`src/rtl/exec_pkg.sv`:
```
// Shared opcode encodings, FSM state type and decode helper for the
// two-cycle exec unit.
package exec_pkg;

  localparam logic [3:0] OP_LD  = 4'hF;
  localparam logic [3:0] OP_ADD = 4'hD;
  localparam logic [3:0] OP_SUB = 4'hC;
  localparam logic [3:0] OP_OUT = 4'hB;
  localparam logic [3:0] OP_JMP = 4'h9;
  localparam logic [3:0] OP_AND = 4'h8;
  localparam logic [3:0] OP_OR  = 4'h7;
  localparam logic [3:0] OP_XOR = 4'h6;
  localparam logic [3:0] OP_JZ  = 4'h5;

  typedef enum logic {
    ST_IDLE = 1'b0,
    ST_EXEC = 1'b1
  } state_e;

  function automatic logic op_writes_reg(input logic [3:0] op);
    return (op == OP_LD)  || (op == OP_ADD) || (op == OP_SUB) ||
           (op == OP_AND) || (op == OP_OR)  || (op == OP_XOR);
  endfunction

endpackage

```
`src/rtl/exec_if.sv`:
```
// Instruction handshake and result bus between a producer (master) and
// the exec unit (slave).
interface exec_if #(
  parameter int WORD_WIDTH    = 16,
  parameter int OPERAND_WIDTH = 6
);

  logic                     i_flush;
  logic [3:0]               i_opcode;
  logic [OPERAND_WIDTH-1:0] i_operand1;
  logic [OPERAND_WIDTH-1:0] i_operand2;
  logic                     i_inst_valid;
  logic                     o_inst_ack;
  logic                     o_busy;
  logic                     o_flush;
  logic                     o_jump_valid;
  logic [OPERAND_WIDTH-1:0] o_jump_addr;
  logic [WORD_WIDTH-1:0]    o_out;
  logic                     o_carry;

  modport master (
    output i_flush, i_opcode, i_operand1, i_operand2, i_inst_valid,
    input  o_inst_ack, o_busy, o_flush, o_jump_valid, o_jump_addr, o_out, o_carry
  );

  modport slave (
    input  i_flush, i_opcode, i_operand1, i_operand2, i_inst_valid,
    output o_inst_ack, o_busy, o_flush, o_jump_valid, o_jump_addr, o_out, o_carry
  );

endinterface

```
`src/rtl/exec_regfile.sv`:
```
// Register file: two combinational read ports, one synchronous write port,
// asynchronous clear; r0 is hardwired to zero.
module exec_regfile
  import exec_pkg::*;
#(
  parameter int WORD_WIDTH     = 16,
  parameter int REG_ADDR_WIDTH = 4
) (
  input  logic                      i_clk,
  input  logic                      i_rst_n,
  input  logic [REG_ADDR_WIDTH-1:0] i_rd_a_addr,
  output logic [WORD_WIDTH-1:0]     o_rd_a_data,
  input  logic [REG_ADDR_WIDTH-1:0] i_rd_b_addr,
  output logic [WORD_WIDTH-1:0]     o_rd_b_data,
  input  logic                      i_we,
  input  logic [REG_ADDR_WIDTH-1:0] i_wr_addr,
  input  logic [WORD_WIDTH-1:0]     i_wr_data
);

  localparam int NUM_REGS = 2 ** REG_ADDR_WIDTH;

  logic [WORD_WIDTH-1:0] rd_arr [NUM_REGS];

  assign rd_arr[0] = '0;

  genvar gi;
  generate
    for (gi = 1; gi < NUM_REGS; gi++) begin : g_reg
      logic [WORD_WIDTH-1:0] data_q;

      always_ff @(posedge i_clk or negedge i_rst_n) begin
        if (!i_rst_n) begin
          data_q <= '0;
        end else if (i_we && (i_wr_addr == REG_ADDR_WIDTH'(gi))) begin
          data_q <= i_wr_data;
        end
      end

      assign rd_arr[gi] = data_q;
    end
  endgenerate

  assign o_rd_a_data = rd_arr[i_rd_a_addr];
  assign o_rd_b_data = rd_arr[i_rd_b_addr];

endmodule

```
`src/rtl/exec_unit.sv`:
```
// Two-cycle exec unit: accept and latch an instruction in IDLE, execute the
// latched copy on the following edge, then return to IDLE.
module exec_unit
  import exec_pkg::*;
#(
  parameter int WORD_WIDTH     = 16,
  parameter int REG_ADDR_WIDTH = 4,
  parameter int OPERAND_WIDTH  = 6
) (
  input logic  i_clk,
  input logic  i_rst_n,
  exec_if.slave bus
);

  state_e                   state_q, state_d;
  logic [3:0]               opcode_q, opcode_d;
  logic [OPERAND_WIDTH-1:0] op1_q, op1_d;
  logic [OPERAND_WIDTH-1:0] op2_q, op2_d;
  logic                     ack_q, ack_d;
  logic                     jump_valid_q, jump_valid_d;
  logic [OPERAND_WIDTH-1:0] jump_addr_q, jump_addr_d;
  logic [WORD_WIDTH-1:0]    out_q, out_d;
  logic                     carry_q, carry_d;

  logic [REG_ADDR_WIDTH-1:0] ra_idx;
  logic [REG_ADDR_WIDTH-1:0] rb_idx;
  logic [WORD_WIDTH-1:0]     rd_a;
  logic [WORD_WIDTH-1:0]     rd_b;
  logic                      wr_en;
  logic [WORD_WIDTH-1:0]     wr_data;
  logic [WORD_WIDTH:0]       sum_w;
  logic [WORD_WIDTH-1:0]     diff_w;

  // Register indices come from the latched operands, never the live bus.
  assign ra_idx = op1_q[REG_ADDR_WIDTH-1:0];
  assign rb_idx = op2_q[REG_ADDR_WIDTH-1:0];
  assign sum_w  = {1'b0, rd_a} + {1'b0, rd_b};
  assign diff_w = rd_a - rd_b;

  generate
    if (OPERAND_WIDTH > REG_ADDR_WIDTH) begin : g_op1_hi
      logic unused_op1_hi;
      assign unused_op1_hi = ^op1_q[OPERAND_WIDTH-1:REG_ADDR_WIDTH];
    end
  endgenerate

  exec_regfile #(
    .WORD_WIDTH     (WORD_WIDTH),
    .REG_ADDR_WIDTH (REG_ADDR_WIDTH)
  ) u_regfile (
    .i_clk       (i_clk),
    .i_rst_n     (i_rst_n),
    .i_rd_a_addr (ra_idx),
    .o_rd_a_data (rd_a),
    .i_rd_b_addr (rb_idx),
    .o_rd_b_data (rd_b),
    .i_we        (wr_en),
    .i_wr_addr   (ra_idx),
    .i_wr_data   (wr_data)
  );

  always_comb begin
    state_d      = state_q;
    opcode_d     = opcode_q;
    op1_d        = op1_q;
    op2_d        = op2_q;
    ack_d        = 1'b0;
    jump_valid_d = 1'b0;
    jump_addr_d  = jump_addr_q;
    out_d        = out_q;
    carry_d      = carry_q;
    wr_en        = 1'b0;
    wr_data      = rd_a;

    // A flush wins over both acceptance and execution.
    if (bus.i_flush) begin
      state_d = ST_IDLE;
    end else begin
      case (state_q)
        ST_IDLE: begin
          if (bus.i_inst_valid) begin
            opcode_d = bus.i_opcode;
            op1_d    = bus.i_operand1;
            op2_d    = bus.i_operand2;
            ack_d    = 1'b1;
            state_d  = ST_EXEC;
          end
        end
        ST_EXEC: begin
          state_d = ST_IDLE;
          wr_en   = op_writes_reg(opcode_q);
          case (opcode_q)
            OP_LD:  wr_data = WORD_WIDTH'(op2_q);
            OP_ADD: begin
              wr_data = sum_w[WORD_WIDTH-1:0];
              carry_d = sum_w[WORD_WIDTH];
            end
            OP_SUB: begin
              wr_data = diff_w;
              carry_d = (rd_a < rd_b);
            end
            OP_AND: wr_data = rd_a & rd_b;
            OP_OR:  wr_data = rd_a | rd_b;
            OP_XOR: wr_data = rd_a ^ rd_b;
            OP_OUT: out_d = rd_a;
            OP_JMP: begin
              jump_valid_d = 1'b1;
              jump_addr_d  = op2_q;
            end
            OP_JZ: begin
              if (rd_a == '0) begin
                jump_valid_d = 1'b1;
                jump_addr_d  = op2_q;
              end
            end
            default: ;
          endcase
        end
        default: state_d = ST_IDLE;
      endcase
    end
  end

  always_ff @(posedge i_clk or negedge i_rst_n) begin
    if (!i_rst_n) begin
      state_q      <= ST_IDLE;
      opcode_q     <= '0;
      op1_q        <= '0;
      op2_q        <= '0;
      ack_q        <= 1'b0;
      jump_valid_q <= 1'b0;
      jump_addr_q  <= '0;
      out_q        <= '0;
      carry_q      <= 1'b0;
    end else begin
      state_q      <= state_d;
      opcode_q     <= opcode_d;
      op1_q        <= op1_d;
      op2_q        <= op2_d;
      ack_q        <= ack_d;
      jump_valid_q <= jump_valid_d;
      jump_addr_q  <= jump_addr_d;
      out_q        <= out_d;
      carry_q      <= carry_d;
    end
  end

  assign bus.o_inst_ack   = ack_q;
  assign bus.o_busy       = (state_q == ST_EXEC);
  assign bus.o_flush      = bus.i_flush | jump_valid_q;
  assign bus.o_jump_valid = jump_valid_q;
  assign bus.o_jump_addr  = jump_addr_q;
  assign bus.o_out        = out_q;
  assign bus.o_carry      = carry_q;

endmodule

```
`src/flat_wrapper.sv`:
```
// flat-port wrapper written by rule: the top's interface ports become plain ports
module exec_unit_flat import exec_pkg::*;
#(
  parameter int WORD_WIDTH     = 16,
  parameter int REG_ADDR_WIDTH = 4,
  parameter int OPERAND_WIDTH  = 6
)
  (i_clk, i_rst_n, bus_i_flush, bus_i_opcode, bus_i_operand1, bus_i_operand2, bus_i_inst_valid, bus_o_inst_ack, bus_o_busy, bus_o_flush, bus_o_jump_valid, bus_o_jump_addr, bus_o_out, bus_o_carry);
  exec_if #(.WORD_WIDTH(WORD_WIDTH), .OPERAND_WIDTH(OPERAND_WIDTH)) bus_i ();
  input logic i_clk;
  input logic i_rst_n;
  input wire logic [$bits(bus_i.i_flush)-1:0] bus_i_flush;
  input wire logic [$bits(bus_i.i_opcode)-1:0] bus_i_opcode;
  input wire logic [$bits(bus_i.i_operand1)-1:0] bus_i_operand1;
  input wire logic [$bits(bus_i.i_operand2)-1:0] bus_i_operand2;
  input wire logic [$bits(bus_i.i_inst_valid)-1:0] bus_i_inst_valid;
  output wire logic [$bits(bus_i.o_inst_ack)-1:0] bus_o_inst_ack;
  output wire logic [$bits(bus_i.o_busy)-1:0] bus_o_busy;
  output wire logic [$bits(bus_i.o_flush)-1:0] bus_o_flush;
  output wire logic [$bits(bus_i.o_jump_valid)-1:0] bus_o_jump_valid;
  output wire logic [$bits(bus_i.o_jump_addr)-1:0] bus_o_jump_addr;
  output wire logic [$bits(bus_i.o_out)-1:0] bus_o_out;
  output wire logic [$bits(bus_i.o_carry)-1:0] bus_o_carry;
  assign bus_i.i_flush = bus_i_flush;
  assign bus_i.i_opcode = bus_i_opcode;
  assign bus_i.i_operand1 = bus_i_operand1;
  assign bus_i.i_operand2 = bus_i_operand2;
  assign bus_i.i_inst_valid = bus_i_inst_valid;
  assign bus_o_inst_ack = bus_i.o_inst_ack;
  assign bus_o_busy = bus_i.o_busy;
  assign bus_o_flush = bus_i.o_flush;
  assign bus_o_jump_valid = bus_i.o_jump_valid;
  assign bus_o_jump_addr = bus_i.o_jump_addr;
  assign bus_o_out = bus_i.o_out;
  assign bus_o_carry = bus_i.o_carry;
  exec_unit #(.WORD_WIDTH(WORD_WIDTH), .REG_ADDR_WIDTH(REG_ADDR_WIDTH), .OPERAND_WIDTH(OPERAND_WIDTH)) u_core (.i_clk(i_clk), .i_rst_n(i_rst_n), .bus(bus_i));
endmodule
```
`config.mk`:
```
export PLATFORM = sky130hd
export DESIGN_NAME = exec_unit_flat
export DESIGN_NICKNAME = d
export VERILOG_FILES = /design/src/rtl/exec_pkg.sv /design/src/rtl/exec_if.sv /design/src/rtl/exec_regfile.sv /design/src/rtl/exec_unit.sv /design/src/flat_wrapper.sv
export SDC_FILE = /design/constraint.sdc
export NUM_CORES = 1
export LEC_CHECK = 0
export BUFFER_PORTS_ARGS = -buffer_cell sky130_fd_sc_hd__buf_2
export CORE_MARGIN = 2
export CORE_UTILIZATION = 25
export CTS_CLUSTER_SIZE = 30
export DETAILED_ROUTE_END_ITERATION = 10
export PLACE_DENSITY = 0.48
export SYNTH_ARGS = -nofsm -noshare
export SYNTH_HDL_FRONTEND = slang
export SYNTH_SLANG_ARGS = --single-unit
```
`constraint.sdc`:
```
create_clock -name i_clk -period 10.01 [get_ports i_clk]
set_clock_uncertainty 0.1 [all_clocks]
set_input_delay 0.5005 -clock i_clk [delete_from_list [all_inputs] [get_ports i_clk]]
set_output_delay 0.5005 -clock i_clk [all_outputs]
set_load 0.1 [all_outputs]
```
After elaboration in Yosys (flattened, before gate mapping). Index checks and enable logic that the tools add are counted. Widths: inputs -> output; s select.

Bitwise operators: 8. Reduce and logical (&&, ||, !) cells: 27. Magnitude comparators: 3. Add/sub/neg operators: 2. Muxes and demuxes: 23. Equal/unequal tests: 25.

Operators with widths (number): $bmux 16 s4 (2); $mux 16 (6); $pmux 16 s6 (1); $eq 4x4->1 const B (14); $eq 4x3->1 const B (7); $add 16x16->17 (1); $and 16x16->16 (1); $logic_not 16->1 (1); $lt 16x16->1 (1); $or 16x16->16 (1); $sub 16x16->16 (1); $xor 16x16->16 (1); $logic_and 1x1->1 (15); $pmux 6 s2 (1); $ge 5x5->1 const B (2); $not 4->5 (2); $mux 1 (9); $reduce_and 3->1 (3); $eq 4x2->1 const B (2); $mux 6 (1); $pmux 1 s2 (3); $logic_or 1x1->1 (5); $eq 4x1->1 const B (1); $reduce_and 4->1 (1); 4 further kinds (6).

Word-level logic and storage cells: 112. Output and inout bits: 27. Register bits after elaboration: 280. Bits of input ports: 20.

Depth between registers and ports, before layout. Gate-level depths: netlist (run 1).

Depth after elaboration: 9. Depth in mapped cells: 18. Depth with buffers taken out: 14.

Modules after synthesis. From an unflattened synthesis (run 1), not the netlist that was laid out.

Cell total of the unflattened synthesis: 1326. Area total of the unflattened synthesis: 16873.7 µm².

By module, submodules not included: exec_regfile (area an instance 12826.1 µm², cells each 817, seq. area each 6005.8 µm², instances 1); exec_unit (area an instance 4047.6 µm², cells each 509, seq. area each 975.9 µm², instances 1).

Worst setup path after synthesis (run 1). Ideal clock, no wire load.

Kind: reg2reg. Start point: reg u_core.op2_q[0]. End point: reg u_core.u_regfile.g_reg[11].data_q[12]. Required time: 9.785 ns. Arrival: 5.416 ns. Path slack: 4.369 ns. Cell stages (with the launch flop): 17. Cell sequence: dfrtp_1 clkbuf_1 buf_1 buf_1 mux4_2 mux4_2 ha_1 fa_1 o21ba_1 or4_4 a311o_1 a211oi_2 o32a_2 nand2_1 a221oi_4 buf_8 o21ai_2.

Longest elaborated chain between the ends: 8. Elaborated cells between the ends (all ways): 12. Those cells by class: add/sub: 2; mux: 6; bitwise: 4.

RTL lines: from (decl) (line exec_unit.sv:18) `logic [OPERAND_WIDTH-1:0] op2_q, op2_d;`; from (signal assigned) (line exec_unit.sv:139) `op2_q <= op2_d;`; $not 4->5 (implied by the code) * (line exec_regfile.sv:44) `assign o_rd_b_data = rd_arr[i_rd_b_addr];`; $bmux 16 s4 * (line exec_regfile.sv:44); $mux 16 (implied by the code) * (2 in a row) (line exec_regfile.sv:44); $sub 16x16->16, or another cell as far along (line exec_unit.sv:38) `assign diff_w = rd_a - rd_b;`; $pmux 16 s6 * (line exec_unit.sv:92) `case (opcode_q)`; $mux 16 * (line exec_unit.sv:79) `case (state_q)`; $mux 16 * (line exec_unit.sv:76) `if (bus.i_flush) begin`; to (signal assigned) (line exec_regfile.sv:35) `data_q <= i_wr_data;`; to (decl) (line exec_regfile.sv:29) `logic [WORD_WIDTH-1:0] data_q;`.

Every way passes the cells marked *; elsewhere a longest branch is shown, timed or not. The select of a mux whose other input is x is not followed. A chain may end at the register's enable or synchronous reset.

Worst setup path in the final report (run 1).
Start point: reg u_core.op2_q[0]. End point: reg u_core.u_regfile.g_reg[6].data_q[14].

Longest elaborated chain between the ends: 8. Elaborated cells between the ends (all ways): 12. Those cells by class: add/sub: 2; mux: 6; bitwise: 4.

RTL lines (line): $not 4->5 (implied by the code) * (exec_regfile.sv:44); $bmux 16 s4 * (exec_regfile.sv:44); $mux 16 (implied by the code) * (2 in a row) (exec_regfile.sv:44); $sub 16x16->16, or another cell as far along (exec_unit.sv:38); $pmux 16 s6 * (exec_unit.sv:92); $mux 16 * (exec_unit.sv:79); $mux 16 * (exec_unit.sv:76); to (signal assigned) (exec_regfile.sv:35); to (decl) (exec_regfile.sv:29).

Marks and branches as above.

==> results of run 1 <==
-- tightest hold or removal path, stage by stage --
cell	delay (ps)
buf_2	80
nand2_1	40
o21ai_0	50
-- per-layer routing --
metal,GRT usage [%],wire (um),vias up
met2,26.2,25100,406
li1,-,-,5716
met4,6.21,1910,0
met3,2.69,3150,115
met1,20.1,22000,6301
met5,0,0,-
-- where the power goes --
part	internal, mW	switching [mW]	total [mW]	leakage, nW
clock	0.734	0.497	1.23	0.549
combinational	0.422	0.685	1.11	3.37
sequential	1.26	0.139	1.40	3.81
total	2.42	1.32	3.74	7.73
-- registers in the layout, summed over array words and instances, names as in the netlist --
name / count
u_core.bus.o_out: 16
u_core.opcode_q: 4
u_core.op2_q: 6
u_core.op1_q: 4
u_core.bus.o_carry: 1
u_core.u_regfile.g.data_q: 240
u_core.bus.o_jump_valid: 1
u_core.bus.o_inst_ack: 1
u_core.bus.o_jump_addr: 6
-- worst paths after layout --
check / depth (start not counted) / slack, ps / to / startpoint
setup reg to reg: 13 / 3680 / u_core.u_regfile.g_reg[6].data_q[14]$_DFFE_PN0P_ / u_core.op2_q[0]$_DFFE_PN0P_
hold reg to reg: 2 / 380 / u_core.bus.o_out[15]$_DFFE_PN0P_ / u_core.bus.o_out[15]$_DFFE_PN0P_
min in group asynchronous: 2 / 500 / u_core.bus.o_out[14]$_DFFE_PN0P_ / i_rst_n
setup / recovery: 13 / 3680 / u_core.u_regfile.g_reg[6].data_q[14]$_DFFE_PN0P_ / u_core.op2_q[0]$_DFFE_PN0P_
hold / removal: 3 / 70 / u_core.opcode_q[0]$_DFFE_PN0P_ / bus_i_opcode[0]
max in group asynchronous: 3 / 7810 / u_core.u_regfile.g_reg[13].data_q[4]$_DFFE_PN0P_ / i_rst_n
-- logic make-up (layout without fill, tap and decap cells) --
group | count (synthesis) | after routing | synth area share (%)
XOR/XNOR | 1 | 1 | 0.0535
buffers and inverters | 186 | 203 | 4.76
AND/OR/NAND/NOR | 404 | 404 | 10.8
adder cells (fa/ha/maj) | 52 | 52 | 4.07
AO/OA/AOI/OAI | 474 | 474 | 17.9
flip-flops | 279 | 279 | 42.7
multiplexers | 172 | 172 | 19.8
-- layout make-up --
class                   count  area (um^2)
fillers                  6754        46000
multi-input cells        1103         8640
flip-flops and latches    279         6990
clock buffers              55         1070
well taps                 855         1070
repair buffers             94          621
inverters                  48          180
clock inverters             6         33.8
-- through the flow --
step | setup WS (ps) | hold WS [ps] | utilization, % | cells
floorplan | 4370 | 105 | - | 1568
global placement | 3660 | 360 | 27.1 | 2378
detailed placement | 3630 | 369 | 27.1 | 2378
CTS | 3600 | 36.5 | 28.8 | 2440
global route | 3280 | 73.8 | 28.8 | 2440
finish | 3680 | 66.3 | 28.8 | 2440
-- what timing repair did --
| item | CTS | global route |
|---|---|---|
| hold endpoints to repair | 101 | 0 |
| gates resized for setup | 0 | 0 |
| hold buffers | 1 | 0 |
-- cell usage after synthesis (4+ instances only) --
cell type    n  share of area, %
nand3_1      9              0.28
a22o_1      21               1.1
or2_2        4              0.15
nor4_1       5              0.19
buf_2       10              0.31
a221oi_1    15              0.80
buf_6        6              0.41
mux2_1       4              0.28
inv_1       48               1.1
ha_1        50               3.8
nor3_1       7              0.21
a21oi_1     47               1.4
o211ai_1     7              0.32
clkbuf_1   106               2.4
o21ai_0    232               7.1
a21o_1      10              0.46
nor2b_1     17              0.65
o22ai_1      5              0.19
nor2_1      52               1.2
mux2_2      49               3.4
o2111ai_1    4              0.21
nand2_1    272               6.2
o21ai_2     10              0.54
buf_1       12              0.28
o21ai_1     27              0.83
nor3b_1      5              0.23
a31oi_1     10              0.38
a22oi_1     20              0.92
nand4_1      6              0.23
o31ai_1     16              0.73
nand4b_1     4              0.21
mux4_2     116                16
o21bai_1     4              0.18
a211oi_1     5              0.23
o21a_1       5              0.23
dfrtp_1    279                43
==> results_dict.tcl, run 1 <==
set metrics [dict create \
    status "completed" \
    cp.required_ps 10280 \
    cp-start-kind "flip-flop" \
    area_growth_pct 13.7 \
    htreeDepth 2 \
    drt_iter0_drc 911 \
    gr-total-overflow 0 \
    syn_nets 1640 \
    postCtsSetupBuffers 0 \
    tightest_slew_ps 1140 \
    cts_tree "done" \
    crit_type "reg -> reg" \
    synth_seq_cells 279 \
    ys.flop_type "dfrtp_1" \
    power_density_nw_per_um2 201 \
    syn_inst 1568 \
    syn-cell-area_um2 16400 \
    hp-class "in -> reg" \
    cp_data_arrival_time_ps 6610 \
    gp_congestion 0.859 \
    power_mw 3.74 \
    slew_viol_final 0 \
    detailed_place_hpwl_um 33000 \
    avgRoutedWirePerCell_um 21.4 \
    ioPinCount 47 \
    critical-path-top-delay-family "compound AO/OA/AOI/OAI gates" \
    finalCriticalPeriod_ps 6330 \
    drive_above_1_share_pct 22.0 \
    clkTransAtPathRegs_ps 60 \
    fmax_mhz 158 \
    die_w_um 260 \
    grt_pass1_vias 12800 \
    grt_usage_pct 15.7 \
    relSlewSlack_pct 23.7 \
    synth_edf_count 0 \
    worst_ir_drop_vdd_mv 0.0904 \
    finalSetupTns_ps 0 \
    clkSinkCount 279 \
    slowest_delay_ps 870 \
    vias_per_cell 5.14 \
    antenna_found_initial 0 \
    grt_pass1_wl_um 80100 \
    antenna-diode-count 0 \
    cp_cell_sequence "buf_4, mux2_2, a22o_1, mux4_2, fa_1, o21ba_1, or4_4, a311o_1, a211oi_2, a311oi_1, a21bo_1, a21oi_2, o21ai_0" \
    grt_max_degree 179 \
    die_h_um 260 \
    fin_crit_sh_pct 63.3 \
    insertion_delay_ps 550 \
    final_area_um2 18600 \
    vias 12500 \
    firstDrtPassIters 5 \
    final_common_cell "dfrtp_1" \
    final_cell_mix "dfrtp_1, nand2_1, o21ai_0" \
    die-area_um2 67500 \
    synth_cell_type_count 82 \
    worstPathMaxFanout 37 \
    clock_path_buffers 3 \
    cts_made_buffers 34 \
    crit_buf_inv 1 \
    async_flop_share_pct 100 \
    fin_nets 1632 \
    ys_warn_count 0 \
    postPlaceCellArea_um2 17500 \
    synth-seq-area-share_pct 42.7 \
    critPathCaptureType "flip-flop" \
    ctsRootBufferMaster "clkbuf_16" \
    syn_avg_cell_area_um2 10.4 \
    slowest_stage "dfrtp_4" \
    row_count 93 \
    cellLeakagePower_nw 7.73 \
    rsz0062_at_grt "no" \
    drt-total-wl_um 52100 \
    hold_viol_final 0 \
    drc_errors 0 \
    postRouteAntennaNets 0 \
    numPortBuffers 44 \
    initial_utilization_pct 25.3 \
    setup_violations 0 \
    core_um2 64600 \
    drv_cap 0 \
]
Note: power is estimated with default switching activity, not from simulation.
==> run 2: changes to the inputs <==
--- a/config.mk
+++ b/config.mk
@@ -10,7 +10,7 @@
 export CORE_UTILIZATION = 25
 export CTS_CLUSTER_SIZE = 30
 export DETAILED_ROUTE_END_ITERATION = 10
-export PLACE_DENSITY = 0.48
+export PLACE_DENSITY = 0.49
 export SYNTH_ARGS = -nofsm -noshare
 export SYNTH_HDL_FRONTEND = slang
 export SYNTH_SLANG_ARGS = --single-unit
==> constraint.sdc (replaced) <==
create_clock -name i_clk -period 5.8 [get_ports i_clk]
set_clock_uncertainty 0.1 [all_clocks]
set_input_delay 0.29 -clock i_clk [delete_from_list [all_inputs] [get_ports i_clk]]
set_output_delay 0.29 -clock i_clk [all_outputs]
set_load 0.1 [all_outputs]
==> results_dict.tcl, run 2 (same netlist as run 1, synthesis figures left out) <==
set metrics [dict create \
    ioPinCount 47 \
    cellLeakagePower_nw 7.84 \
    hold_viol_final 0 \
    die_w_um 260 \
    met3_usage_pct 2.47 \
    top_register "u_core.u_regfile.g.data_q" \
    drt_iter0_drc 1103 \
    vias_per_cell 5.11 \
    antenna-diode-count 0 \
    grt_pass1_wl_um 79000 \
    rsz0062_at_grt "no" \
    ctsRootBufferMaster "clkbuf_16" \
    fmax_mhz 193 \
    detailed_place_hpwl_um 33800 \
    cp_data_arrival_time_ps 5500 \
    postCtsSetupBuffers 0 \
    use_met2_pct 25.4 \
    slew_viol_final 0 \
    grt_pass1_vias 12700 \
    setup_violations 0 \
    area_growth_pct 15.1 \
    hp-class "in -> reg" \
    drc_errors 0 \
    gr-total-overflow 0 \
    drt-total-wl_um 51900 \
    ff2ff_path_depth 16 \
    critPathCaptureType "flip-flop" \
    drv_cap 0 \
    cp-start-kind "flip-flop" \
    fin_nets 1660 \
    relSlewSlack_pct 32.5 \
    cts_made_buffers 31 \
    gp_congestion 0.904 \
    postRouteAntennaNets 0 \
    drive_above_1_share_pct 22.3 \
    holdWs_ps 93.8 \
    grt_usage_pct 15.4 \
    core_um2 64600 \
    vias 12600 \
    avgRoutedWirePerCell_um 21.1 \
    numPortBuffers 44 \
    tightest_slew_ps 1010 \
    worstPathMaxFanout 18 \
    top_usage_layer "met2" \
    finalCriticalPeriod_ps 5170 \
    min_path_cells 3 \
    die-area_um2 67500 \
    n_fill_cell 6690 \
    clkSinkCount 279 \
    cts_tree "done" \
    insertion_delay_ps 590 \
    power_density_nw_per_um2 341 \
    final_cell_mix "dfrtp_1, nand2_1, o21ai_0" \
    crit_type "reg -> reg" \
    finalSetupTns_ps 0 \
    row_count 93 \
    largest_reg_flops 240 \
    status "completed" \
    initial_utilization_pct 25.3 \
    clock_path_buffers 3 \
    grt_max_degree 139 \
    power_mw 6.43 \
    cp.required_ps 6130 \
    die_h_um 260 \
    fin_crit_sh_pct 89.2 \
    fin_util_pct 29.2 \
    htreeDepth 1 \
    grtUsageMet1_pct 20.4 \
    final_common_cell "dfrtp_1" \
    firstDrtPassIters 5 \
    clkTransAtPathRegs_ps 60 \
    worst_ir_drop_vdd_mv 0.232 \
    antenna_found_initial 1 \
]
run 2: critical path: stages, from the launching register on:
cell and delay [ps]:
dfrtp_4 670, nor2b_1 250, buf_4 350, a221oi_1 140, o31ai_1 240, buf_4 210
inv_1 100, fa_1 470, o21ba_1 220, or4_4 430, a311o_1 450, a211oi_2 360
a311oi_1 220, a21bo_1 250, a21oi_2 180, buf_4 240, o21ai_0 120
run 2: timing repair:
| item | CTS | global route |
|---|---|---|
| endpoints found under the setup margin | 0 | 1 |
| gates resized for setup | 0 | 1 |
| hold endpoints to repair | 109 | 0 |
| hold buffers | 15 | 0 |
run 2: layout make-up:
class | count | area [um^2] | area share (%)
multi-input combinational | 1103 | 8630 | 45.8
sequential | 279 | 6990 | 37.1
tap | 855 | 1070 | 5.68
timing repair buffer | 125 | 926 | 4.92
clock buffer | 46 | 872 | 4.63
inverter | 48 | 180 | 0.957
clock inverter | 10 | 161 | 0.857
run 2: stage by stage:
stage / worst slack (ps) / cell area, um^2 / std cells
finish: 626 / 18800 / 2466
global route: 299 / 18800 / 2466
CTS: 447 / 18800 / 2466
detailed placement: 445 / 17600 / 2395
global placement: 446 / 17600 / 2395
floorplan: 159 / 16400 / 1568
run 2: final timing paths:
check / start / endpoint / slack [ps]
worst max-delay path: u_core.op1_q[0]$_DFFE_PN0P_ / u_core.u_regfile.g_reg[5].data_q[14]$_DFFE_PN0P_ / 630
worst min-delay path: bus_i_flush / u_core.bus.o_inst_ack$_DFF_PN0_ / 90
worst max register to register: u_core.op1_q[0]$_DFFE_PN0P_ / u_core.u_regfile.g_reg[5].data_q[14]$_DFFE_PN0P_ / 630
worst min register to register: u_core.bus.o_out[5]$_DFFE_PN0P_ / u_core.bus.o_out[5]$_DFFE_PN0P_ / 370
max in group asynchronous: i_rst_n / u_core.op1_q[0]$_DFFE_PN0P_ / 4030
min in group asynchronous: i_rst_n / u_core.bus.o_out[10]$_DFFE_PN0P_ / 240
run 2: report_power, final:
group | switching (mW) | internal [mW] | leakage [nW] | total (mW)
clock | 0.834 | 1.21 | 0.506 | 2.05
combinational | 1.20 | 0.764 | 3.52 | 1.96
sequential | 0.234 | 2.18 | 3.81 | 2.42
total | 2.27 | 4.16 | 7.84 | 6.43
run 2: layer usage:
metal | vias up | share of wire [%] | wire, um
met1 | 6335 | 44 | 22900
li1 | 5787 | - | -
met3 | 110 | 5.6 | 2900
met5 | - | 0 | 0
met4 | 0 | 3.3 | 1690
met2 | 381 | 47 | 24500
